$ cat src/rtl/timer_irq_source_pkg.sv
// timer_pkg: shared register map, CTRL bit positions, mode encodings and FSM states for timer_irq_source.
package timer_pkg;
    localparam logic [1:0] CTRL_ADDR   = 2'd0;
    localparam logic [1:0] PRESET_ADDR = 2'd1;
    localparam logic [1:0] COUNT_ADDR  = 2'd2;
    localparam int CTRL_EN      = 0;
    localparam int CTRL_MODE_LO = 1;
    localparam int CTRL_MODE_HI = 2;
    localparam int CTRL_IM      = 3;
    localparam logic [1:0] MODE_ONESHOT = 2'b00;
    localparam logic [1:0] MODE_RELOAD  = 2'b01;
    typedef enum logic [1:0] {IDLE, LOAD, CNT, INT} timer_state_t;
endpackage

$ cat src/rtl/timer_irq_source_if.sv
// timer_irq_source_if: bridge register port plus interrupt request/accept pair.
interface timer_irq_source_if;
    logic [1:0]  addr;
    logic        we;
    logic [31:0] wdata;
    logic [31:0] rdata;
    logic        int_ack;
    logic        irq;
    modport master(output addr, we, wdata, int_ack, input rdata, irq);
    modport slave(input addr, we, wdata, int_ack, output rdata, irq);
endinterface

$ cat src/rtl/timer_irq_source.sv
// timer_irq_source: memory-mapped countdown timer driving a level interrupt.
// Auto-reload mode is built only when TIMER_AUTO_RELOAD_EN is defined.
module timer_irq_source
    import timer_pkg::*;
#(
    parameter int CNT_W   = 32,
    parameter int IRQ_IDX = 2
) (
    input  logic clk,
    input  logic reset_n,
    timer_irq_source_if.slave bus
);
    if (IRQ_IDX < 0 || IRQ_IDX > 5) begin : g_bad_irq_idx
        $error("IRQ_IDX must select one of six HWInt bits");
    end
    timer_state_t     state_q, state_d;
    logic [3:0]       ctrl_q, ctrl_d, ctrl_wval;
    logic [CNT_W-1:0] preset_q, preset_d, count_q, count_d;
    logic             pend_q, pend_d, set_pend, reload, ctrl_wr, preset_wr, en;
`ifdef TIMER_AUTO_RELOAD_EN
    assign ctrl_wval = bus.wdata[3:0];
    assign reload    = ctrl_q[CTRL_MODE_HI:CTRL_MODE_LO] == MODE_RELOAD;
`else
    assign ctrl_wval = {bus.wdata[CTRL_IM], MODE_ONESHOT & bus.wdata[CTRL_MODE_HI:CTRL_MODE_LO], bus.wdata[CTRL_EN]};
    assign reload    = 1'b0;
`endif
    assign en        = ctrl_q[CTRL_EN];
    assign ctrl_wr   = bus.we && bus.addr == CTRL_ADDR;
    assign preset_wr = bus.we && bus.addr == PRESET_ADDR;
    assign bus.irq   = pend_q & ctrl_q[CTRL_IM];
    assign bus.rdata = bus.addr == CTRL_ADDR   ? 32'(ctrl_q)   :
                       bus.addr == PRESET_ADDR ? 32'(preset_q) :
                       bus.addr == COUNT_ADDR  ? 32'(count_q)  : '0;
    always_comb begin
        state_d  = state_q;
        ctrl_d   = ctrl_q;
        count_d  = count_q;
        set_pend = 1'b0;
        case (state_q)
            IDLE: state_d = en ? LOAD : IDLE;
            LOAD: begin
                state_d = en ? CNT : IDLE;
                count_d = en ? preset_q : count_q;
            end
            CNT: begin
                state_d  = !en ? IDLE : count_q == '0 ? INT : CNT;
                set_pend = en && count_q == '0;
                count_d  = en && count_q != '0 ? count_q - CNT_W'(1) : count_q;
            end
            default: begin
                state_d         = reload ? LOAD : IDLE;
                ctrl_d[CTRL_EN] = reload;
            end
        endcase
        // A CPU write to CTRL overrides the hardware En clear on the same edge
        ctrl_d   = ctrl_wr ? ctrl_wval : ctrl_d;
        preset_d = preset_wr ? bus.wdata[CNT_W-1:0] : preset_q;
        pend_d   = set_pend | (pend_q & ~(bus.int_ack | ctrl_wr));
    end
    always_ff @(posedge clk or negedge reset_n) begin
        if (!reset_n) begin
            state_q  <= IDLE;
            ctrl_q   <= '0;
            preset_q <= '0;
            count_q  <= '0;
            pend_q   <= 1'b0;
        end else begin
            state_q  <= state_d;
            ctrl_q   <= ctrl_d;
            preset_q <= preset_d;
            count_q  <= count_d;
            pend_q   <= pend_d;
        end
    end
endmodule

$ cat src/flat_wrapper.sv
// flat-port wrapper written by rule: the top's interface ports become plain ports
module timer_irq_source_flat import timer_pkg::*;
#(
    parameter int CNT_W   = 32,
    parameter int IRQ_IDX = 2
)
  (clk, reset_n, bus_addr, bus_we, bus_wdata, bus_int_ack, bus_rdata, bus_irq);
  timer_irq_source_if bus_i ();
  input  logic clk;
  input  logic reset_n;
  input wire logic [$bits(bus_i.addr)-1:0] bus_addr;
  input wire logic [$bits(bus_i.we)-1:0] bus_we;
  input wire logic [$bits(bus_i.wdata)-1:0] bus_wdata;
  input wire logic [$bits(bus_i.int_ack)-1:0] bus_int_ack;
  output wire logic [$bits(bus_i.rdata)-1:0] bus_rdata;
  output wire logic [$bits(bus_i.irq)-1:0] bus_irq;
  assign bus_i.addr = bus_addr;
  assign bus_i.we = bus_we;
  assign bus_i.wdata = bus_wdata;
  assign bus_i.int_ack = bus_int_ack;
  assign bus_rdata = bus_i.rdata;
  assign bus_irq = bus_i.irq;
  timer_irq_source #(.CNT_W(CNT_W), .IRQ_IDX(IRQ_IDX)) u_core (.clk(clk), .reset_n(reset_n), .bus(bus_i));
endmodule
$ cat config.mk
export PLATFORM = sky130hd
export DESIGN_NAME = timer_irq_source_flat
export DESIGN_NICKNAME = d
export VERILOG_FILES = /design/src/rtl/timer_irq_source_pkg.sv /design/src/rtl/timer_irq_source_if.sv /design/src/rtl/timer_irq_source.sv /design/src/flat_wrapper.sv
export SDC_FILE = /design/constraint.sdc
export NUM_CORES = 1
export LEC_CHECK = 0
export ABC_AREA = 1
export CAP_MARGIN = 20
export CORE_MARGIN = 2
export CORE_UTILIZATION = 44
export DETAILED_ROUTE_END_ITERATION = 12
export PLACE_DENSITY = 0.74
export SYNTH_ARGS = -nofsm -noshare
export SYNTH_HDL_FRONTEND = slang
export SYNTH_SLANG_ARGS = --single-unit
$ cat constraint.sdc
create_clock -name clk -period 1.77 [get_ports clk]
set_input_delay 0.354 -clock clk [delete_from_list [all_inputs] [get_ports clk]]
set_output_delay 0.354 -clock clk [all_outputs]
set_load 0.01 [all_outputs]
==> out/results.txt <==
Worst relative slew slack: 0.6818
Prevailing post-synth register cell: dfrtp_1
DRT iter0 DRCs: 215
Routing usage on met3: 0.04301
CP Max Fanout: 6
Most common cell on crit path: nor2_4
Worst r2r src: u_core.count_q[4]$_DFFE_PN0P_
CTS max path bufs: 2
Crit Path Category: flop to flop
Core Area: 9684 um^2
Filler cell count in the final layout: 930
Busiest metal layer after global routing: met2
Fin area: 5906 um^2
CP Cell Sequence: nor2_4 > nand2_4 > nor2_4 > nand2_2 > nor2_4 > nand2_2 > nand3_4 > inv_8 > clkbuf_16 > nand2_1 > o21ai_2
CTS buffer count: 9
GRT met2 Usage: 0.4208
Fin. Hold Viols: 0
Synthesis-to-finish area growth: 35.67%
Ys Warns: 0
#FFs+latches synth: 69
Worst Reg-to-Reg Cells: 11
Diodes inserted: 0
Later-pin clock latency in the skew report: 0.36 ns
Peak supply drop: 0.6609 mV
Vias: 4534
Net Switching: 3.897 mW
Post-DP HPWL: 9533 um
Clock Skews: 0.01203 ns
I/O pin count: 71
Post-cts hold buffer count: 0
Worst Setup End Kind: flop
Chip Width: 103.5 um
Starting Density: 0.4495
Distinct cells, synth: 27
Syn_nets: 666
Die H: 103.5 um
Static Leak: 2.882 nW
Final Wtd Congestion: 0.9424
Root Buffer Master: clkbuf_8
Final core occ: 0.6098
Global-route wire length before repair: 21000 um
Register area share after synthesis: 0.3967
Reg2reg setup slack: 0.0001 ns
H-Tree Level Count: 3
Sequential share of power: 0.314
Multi-input logic area: 2390 um^2
Critical R2R Capture: u_core.count_q[0]$_DFFE_PN0P_
Comb pwr share: 0.545
Maxcap violations: 0
Max Slew Vio Count: 0
Clock power share: 0.141
Switching part of the total: 0.4517
FP Rows: 36
Pre-antenna DRT Iters: 5
# clock sinks: 69
Internal cell power: 4.730 mW
Unrepaired setup endpoints after global routing: yes
Wire per inst: 15.85 um
Mean Syn Cell Area: 6.987 um^2
Count of flip-flops with a built-in enable after synthesis: 0
Vias per cell: 5.141
Post-Syn Area: 4353 um^2
PwrDens: 1461 nW/um^2
Die Area: 10710 um^2
Clock-pin slew on the worst setup and hold paths: 0.08 ns
Final #Nets: 788
Final min period: 1.770 ns
Crit path largest cell delay: 0.45 ns
Crit path DAT: 2.01 ns
Crit path buf inv count: 2
Outcome: finished, final reports clean
FF/Latch Area: 1739 um^2
Largest net degree at the start of global routing: 70
Peak Freq: 0.5650 GHz
Final ANT Viol Nets: 0
Finish-stage setup viols: 0
Most frequent cells in the layout: nand2_1 (195), nor2_1 (64), inv_1 (61)
Period utilisation layout: 0.9999
CP required: 2.01 ns
Post-synth ARST share: 1.000
Share of cells above drive strength 1: 0.2737
Synth Instances: 623
# DRC: 0
Vias in the first global route: 4096
GR Util met1: 0.3669
Startpoint Class: flop
Initial antenna violation count: 0
Slowest stage cell, crit path: dfrtp_2
Placed Area: 5498 um^2
HP Class: primary input to async pin
Total grt overflow: 0
Most common cell after layout, fill and taps aside: nand2_1
# port buffers: 70
Slew @ Worst Pin: 0.4773 ns
All-Layer GR Usage: 0.2604
CP delay by family, top: simple AND/OR/NAND/NOR gates
CTS tree: done
Total routed wirelength: 13980 um
[power groups by stage]
stage	Combinational (mW)	Clock [mW]	Sequential, mW
after detailed placement	3.99	0	2.62
after floorplan	2.58	0	2.48
after global placement	3.90	0	2.60
after CTS	4.00	1.25	2.62
final	4.70	1.22	2.71
after global routing	5.18	1.34	2.76
[cells by family after synthesis]
group	Yosys count	synth area share
compound gates	83	0.1084
xor+xnor	3	0.006037
fa+ha+maj	5	0.01437
buf+inv	89	0.08594
flops	69	0.3967
mux	23	0.05950
simple gates	351	0.3291
[cells in the mapped netlist, types with 3 or more instances]
cell type,n,area (um^2)
nor2_2,3,18.77
clkbuf_1,9,33.78
xor2_1,3,26.28
o21ai_0,51,255.2
nor2_1,84,315.3
o21ai_2,11,96.34
buf_2,5,25.02
a21oi_1,12,60.06
buf_6,3,33.78
nand2_2,4,25.02
nand3_1,41,205.2
buf_4,3,22.52
inv_1,65,244.0
nand2_1,209,784.5
mux2_2,23,259.0
dfrtp_1,69,1727
nand4_1,5,31.28
o22ai_1,7,43.79
ha_1,5,62.56
[flip-flops by register name, summed over array words and instances (netlist names)]
name and count:
u_core.count_q 32, u_core.preset_q 32, u_core.ctrl_q 2, u_core.state_q 2
u_core.pend_q 1
[per-stage QoR]
| step | TNS [ns] | power [mW] | hold slack, ns | setup slack [ns] | cells |
|---|---|---|---|---|---|
| after floorplan | 0 | 5.056 | 0.05841 | 0.02150 | 623 |
| after global placement | -21.72 | 6.503 | 0.4039 | -0.5039 | 848 |
| after detailed placement | -24.31 | 6.607 | 0.4153 | -0.5790 | 848 |
| after CTS | 0 | 7.870 | 0.02284 | 0.003374 | 867 |
| after global routing | -1.497 | 9.278 | 0.04450 | -0.08253 | 882 |
| final | 0 | 8.627 | 0.01333 | 0.0001485 | 882 |
[worst max-delay path by stage]
| stage | startpoint | end | slack (ns) | cells after the start |
|---|---|---|---|---|
| floorplan | u_core.count_q[0]$_DFFE_PN0P_ | u_core.count_q[4]$_DFFE_PN0P_ | 0.02 | 12 |
| global placement | bus_addr[1] | bus_rdata[0] | -0.50 | 7 |
| detailed placement | bus_addr[1] | bus_rdata[16] | -0.58 | 7 |
| CTS | u_core.count_q[20]$_DFFE_PN0P_ | u_core.count_q[0]$_DFFE_PN0P_ | 0.003 | 11 |
| global route | u_core.count_q[4]$_DFFE_PN0P_ | u_core.count_q[13]$_DFFE_PN0P_ | -0.08 | 11 |
| finish | u_core.count_q[4]$_DFFE_PN0P_ | u_core.count_q[0]$_DFFE_PN0P_ | 0.0001 | 11 |
[final cells by class]
cell class              instances  area share
multi-input cells             465      0.4047
clock buffers                  14     0.02924
well taps                     133     0.02818
inverters                      67     0.04386
repair buffers                133      0.1987
clock inverters                 1   0.0008475
flip-flops and latches         69      0.2945
[metal layers]
layer | vias to the layer above | wire length, um
met5 | - | 0
met3 | 22 | 777
met1 | 2156 | 6324
met4 | 0 | 219
met2 | 131 | 6659
li1 | 2225 | -
[worst register-to-register path: stages, from the launching register on]
cell,delay [ns]
dfrtp_2,0.45
nor2_4,0.19
nand2_4,0.08
nor2_4,0.12
nand2_2,0.08
nor2_4,0.14
nand2_2,0.09
nand3_4,0.16
inv_8,0.07
clkbuf_16,0.16
nand2_1,0.07
o21ai_2,0.05
[what timing repair did]
item                       in CTS  in global routing
pin swaps                       1                 14
cloned                          2                  2
setup endpoints to repair      58                 34
resized for setup             156                 57
setup buffers                   2                 15
hold endpoints to repair        0                  0
Note: power is estimated with default switching activity, not from simulation.
==> patch 1, RTL diff (same flow settings) <==
Put a register stage on the output `bus.irq`. The value now appears one clock later.
--- a/src/rtl/timer_irq_source.sv
+++ b/src/rtl/timer_irq_source.sv
@@ -28,5 +28,7 @@
     assign ctrl_wr   = bus.we && bus.addr == CTRL_ADDR;
     assign preset_wr = bus.we && bus.addr == PRESET_ADDR;
-    assign bus.irq   = pend_q & ctrl_q[CTRL_IM];
+    always_ff @(posedge clk) begin
+        bus.irq <= pend_q & ctrl_q[CTRL_IM];
+    end
     assign bus.rdata = bus.addr == CTRL_ADDR   ? 32'(ctrl_q)   :
                        bus.addr == PRESET_ADDR ? 32'(preset_q) :
Check against the original RTL: not equivalent (Yosys sat finds a counterexample within 10 cycles, from zero or initial values and one cycle with reset_n low).
==> patch 1 against the original RTL <==
  * Clock skew decreased by 0.0041 ns
  * Total power down 2.3%
  * Clock power is 22% higher
  * Highest routed layer unchanged
  * Critical path type is now flip-flop to primary output
  * Via count shrank 0.11%
  * Final area fell by 1.8%
  * Wire length decreased by 1.0%
  * Sequential cell count is 1 higher
  * Worst setup slack gained 0.040 ns
  * Sequential share of layout area grew 0.74 points
  * Synthesized cell count is 0.16% higher
  * Critical endpoint is now bus_rdata[1]
  * Count of clock-buffer cells in the layout fell by 4
  * Area after synthesis up 0.46%
  * Critical path depth is 6 lower
==> patch 1: results (changes against the original RTL) <==
The cell depth of the worst flop-to-flop path was 12 (was 11). The startpoint of the most critical setup path was u_core.count_q[1] (was u_core.count_q[4]). The tools report the half-perimeter wire length after placement as 9.86 mm (was 9.53 mm). The tools report the worst ir drop on vdd as 0.684 mV (was 0.661 mV).

The run gives 4.22% (was 4.30%) as the global-route met3 utilization. The count of cell types in the netlist is 28 (was 27), and the remaining max-slew budget at the tightest pin is 66.5% (was 68.2%). The run gives 0.07 ns (was 0.0001 ns) as the register-to-register path setup slack.

The worst endpoint data arrival time is 1.38 ns (was 2.01 ns), and the worst setup timing slack at the placement stage is -0.570 ns (was -0.579 ns). The logs give 22.4 mm (was 21.0 mm) for the first-pass GRT wire length and 4,443 (was 4,096) for the number of global-route vias before repair. The logs give 26.4% (was 26.0%) for the overall global routing resource usage and 0.946 (was 0.942) for the final weighted congestion in routability-driven placement. For the met2 global-route usage, the log shows 41.4% (was 42.1%). The total number of vias was 4,529 (was 4,534). The initial detailed-routing violation count was 256 (was 215); the detailed-route wire length per cell was 15.9 um (about the same). The highest net fanout along the worst path works out to 3 (was 6). The run gives 0.00790 ns (was 0.0120 ns) as the maximum clock skew at final layout. Main area contributors after synthesis: dfrtp_1, nand2_1, nor2_1, mux2_2, o21ai_0 (unchanged).

The fraction of final layout cells with drive strength greater than 1 came out at 25.2% (was 27.4%). The worst endpoint required time is 1.42 ns (was 2.01 ns), and the met1 routing resource usage after global routing is 36.7% (about the same). The routed wire length was 13.8 mm (was 14.0 mm); the area after detailed placement was 5510 um2 (was 5500 um2). The logs give 39.9% (was 39.7%) for the sequential fraction of the synthesis area and 70 (unchanged) for the pin count of the biggest net entering global routing. The critical path endpoint was bus_rdata[1] (was u_core.count_q[0]). The destination of the worst register-to-register timing path is u_core.count_q[27] (was u_core.count_q[0]).

The total power per unit cell area is 1450 nW/um2 (was 1460 nW/um2). The post-cts hold buffer count came out at 0 (unchanged). The fill cell total of the finished layout was 961 (was 930). The net count after synthesis is 667 (was 666).

The run finished with clean final reports.
## patch 1: changes by cell type in the layout (fill, tap and decap cells not counted), sizes merged
cell           unedited run  this run
bufinv                    0         2
clkinv                    1         2
dfxtp                     0         1
clkdlybuf4s50            34        35
dlymetal6s2s              1         0
clkbuf                   16        10
buf                      94        83
clkinvlp                  0         2
## patch 1: kinds of logic after synthesis
| group | count (synthesis) | share of synthesized area, % |
|---|---|---|
| buf+inv | 89 | 8.55 |
| simple gates | 351 | 32.8 |
| flops | 70 | 39.9 |
| xor+xnor | 3 | 0.601 |
| fa+ha+maj | 5 | 1.43 |
| mux | 23 | 5.92 |
| compound gates | 83 | 10.8 |
## patch 1: worst max-delay path: stages (launching register included)
cell	delay, ns
dfrtp_1	0.43
inv_2	0.08
buf_4	0.14
buf_4	0.12
o21ai_2	0.11
buf_2	0.13
## patch 1: power breakdown
group	total, mW	leakage, nW	switching (mW)	internal [mW]
Combinational	4.22	1.86	2.54	1.68
Sequential	2.72	0.839	0.604	2.12
Clock	1.49	0.108	0.664	0.827
Total	8.43	2.81	3.81	4.62
## patch 1: timing repair
action / 4_1_cts / 5_1_grt
setup buffers: 0 / 5
pin swaps: 2 / 5
gates resized for setup: 155 / 46
endpoints found under the setup margin: 56 / 34
cloned: 2 / 0
## patch 1: routing by layer
layer	share of wire, %	vias up	wire length [um]
li1	-	2195	-
met1	46	2158	6390
met2	46	155	6380
met3	5.5	21	757
met4	2.3	0	318
met5	0	-	0
## patch 1: final cells by class
cell class,count,area share [%]
flip-flops and latches,70,30.2
clock buffers,10,2.37
well taps,133,2.87
repair buffers,120,17.8
multi-input cells,465,40.9
clock inverters,6,1.47
inverters,67,4.42
==> patch 2, RTL diff (same settings) <==
Made on the original files. `CNT_W` is set to 32 in 2 places; all go to 16.
--- a/src/rtl/timer_irq_source.sv
+++ b/src/rtl/timer_irq_source.sv
@@ -4,5 +4,5 @@
     import timer_pkg::*;
 #(
-    parameter int CNT_W   = 32,
+    parameter int CNT_W   = 16,
     parameter int IRQ_IDX = 2
 ) (
--- a/src/flat_wrapper.sv
+++ b/src/flat_wrapper.sv
@@ -2,5 +2,5 @@
 module timer_irq_source_flat import timer_pkg::*;
 #(
-    parameter int CNT_W   = 32,
+    parameter int CNT_W   = 16,
     parameter int IRQ_IDX = 2
 )
Formal check against the unedited RTL: not equivalent (Yosys sat finds a counterexample within 4 cycles, from zero or initial values and one cycle with reset_n low).
==> patch 2 against the original RTL <==
  * Clock power fell by 53%
  * Area after synthesis fell by 45%
  * Wire length down 58%
  * Largest power group unchanged
  * Worst setup slack gained 0.093 ns
  * Critical path type is now input pin to primary output
  * Global-route usage shrank 5.6 points
  * Total power shrank 57%
  * Final area fell by 50%
  * Sequential cell count fell by 32
==> patch 2: results (changes against the original RTL) <==
The highest-delay cell along the critical path is dlygate4sd2_1 (was dfrtp_2). The family of cells with the greatest summed delay on the critical path was buffers and inverters (was simple AND/OR/NAND/NOR gates). The routed length on met2 was 2.70 mm (was 6.66 mm); the maximum clock skew at final layout was 0.00405 ns (was 0.0120 ns). The number of cells after detailed placement was 448 (was 848). The synthesized-area fraction occupied by ao, oa, aoi and oai cells came out at 14.6% (was 10.8%). The XOR/XNOR share of the synthesized area was 0.368% (was 0.604%).

The number of instances in the synthesized netlist was 333 (was 623). The startpoint of the most critical setup path is bus_addr[0] (was u_core.count_q[4]). The maximum cell stage delay along the critical path is 0.26 ns (was 0.45 ns). The fill cell total of the finished layout came out at 497 (was 930). The worst ir drop on vdd is 0.516 mV (was 0.661 mV). The run gives 142 (was 215) as the initial detailed-routing violation count.

The total number of vias is 2,253 (was 4,534), and the detailed-route wire length per cell is 12.8 um (was 15.9 um). For the insertion delay of the later-clocked pin in the worst-skew pair, the log shows 0.29 ns (was 0.36 ns). The count of cell types in the netlist is 28 (was 27).

Largest registers: u_core.count_q (16), u_core.preset_q (16) (was u_core.count_q (32), u_core.preset_q (32)). The async set or reset register ratio after synthesis works out to 100% (unchanged). For the worst endpoint data arrival time, the log shows 1.32 ns (was 2.01 ns). The non-filler instance count after layout came out at 456 (was 882). Synth cell count leaders: nand2_1, nor2_1, inv_1, dfrtp_1, o21ai_0 (was nand2_1, nor2_1, dfrtp_1, inv_1, o21ai_0). The deepest level of the CTS H-tree came out at 2 (was 3). Destination of the worst register-to-register timing path: u_core.count_q[12] (was u_core.count_q[0]). The run finished with clean final reports. The logs give 20.4% (was 26.0%) for the overall global routing resource usage and 0.17 ns (was 0.0001 ns) for the register-to-register path setup slack.

The mux contribution to synthesized area was 1.42% (was 5.95%); the leakage power was 1.48 nW (was 2.88 nW). The number of global-route vias before repair is 2,053 (was 4,096). For the length of routed wiring on met1, the log shows 2.76 mm (was 6.32 mm). The cell depth of the worst flop-to-flop path works out to 10 (was 11). The critical path endpoint is bus_rdata[8] (was u_core.count_q[0]).

Number of search-and-repair iterations in the first detailed-routing pass: 4 (was 5). The number of buffer cells added on primary ports works out to 38 (was 70). The number of CTS-inserted buffers was 5 (was 9); the fraction of the mapped netlist area in adder cells was 3.16% (was 1.44%). Main area contributors after synthesis: dfrtp_1, nand2_1, nor2_1, inv_1, buf_4 (was dfrtp_1, nand2_1, nor2_1, mux2_2, o21ai_0).

Sequential fraction of the synthesis area: 38.9% (was 39.7%). The routed length on met3 came out at 267 um (was 777 um). Final weighted congestion in routability-driven placement: 0.899 (was 0.942). The first-pass GRT wire length came out at 9.76 mm (was 21.0 mm).
==> patch 2: cells by family (layout without fill, tap and decap cells) <==
group           Yosys count  count (layout)
compound gates           64              64
mux                       3               3
flops                    37              37
xor+xnor                  1               1
fa+ha+maj                 6               6
simple gates            146             146
buf+inv                  75             113
other cells               1              16
==> patch 2: cell type report <==
class | instances | area [um2] | area share [%]
multi-input cells | 236 | 1170 | 39.8
well taps | 70 | 87.6 | 2.97
flip-flops and latches | 37 | 926 | 31.4
repair buffers | 58 | 500 | 17.0
clock inverters | 2 | 10.0 | 0.340
clock buffers | 6 | 72.6 | 2.46
inverters | 47 | 176 | 5.99
==> patch 2: power by group <==
group	leakage [nW]	internal, mW	switching (mW)
Sequential	0.431	1.11	0.257
Combinational	1.00	0.687	1.08
Clock	0.0450	0.273	0.301
==> patch 2: timing repair <==
action	CTS	global route
cloned	0	0
gates resized for setup	74	6
pin swaps	1	1
setup buffers	0	0
setup endpoints to repair	16	4
==> patch 2: layer usage <==
metal  GRT usage [%]  up-vias
met5               0        -
met4            7.86        0
met3            3.14       11
met2            31.8       76
met1            28.7     1045
li1                -     1121
==> patch 2: worst register-to-register path, delay by kind of cell (launching register included) <==
family                     cells  cell delay (ns)
and+or+nand+nor                5             0.53
DFF                            1             0.40
adders and majority gates      1             0.22
AOI/OAI and AO/OA              1             0.05
buffers and inverters          3             0.29
==> patch 2: stage by stage <==
step,util (%),setup slack (ns),TNS (ns),hold slack (ns)
6_report,57.0,0.0927,0,0.438
5_1_grt,57.0,0.0112,0,0.462
4_1_cts,56.9,0.00267,0,0.443
3_5_place_dp,56.3,-0.632,-10.13,0.492
3_3_place_gp,56.3,-0.591,-9.52,0.478
2_1_floorplan,-,0.225,0,0.0584
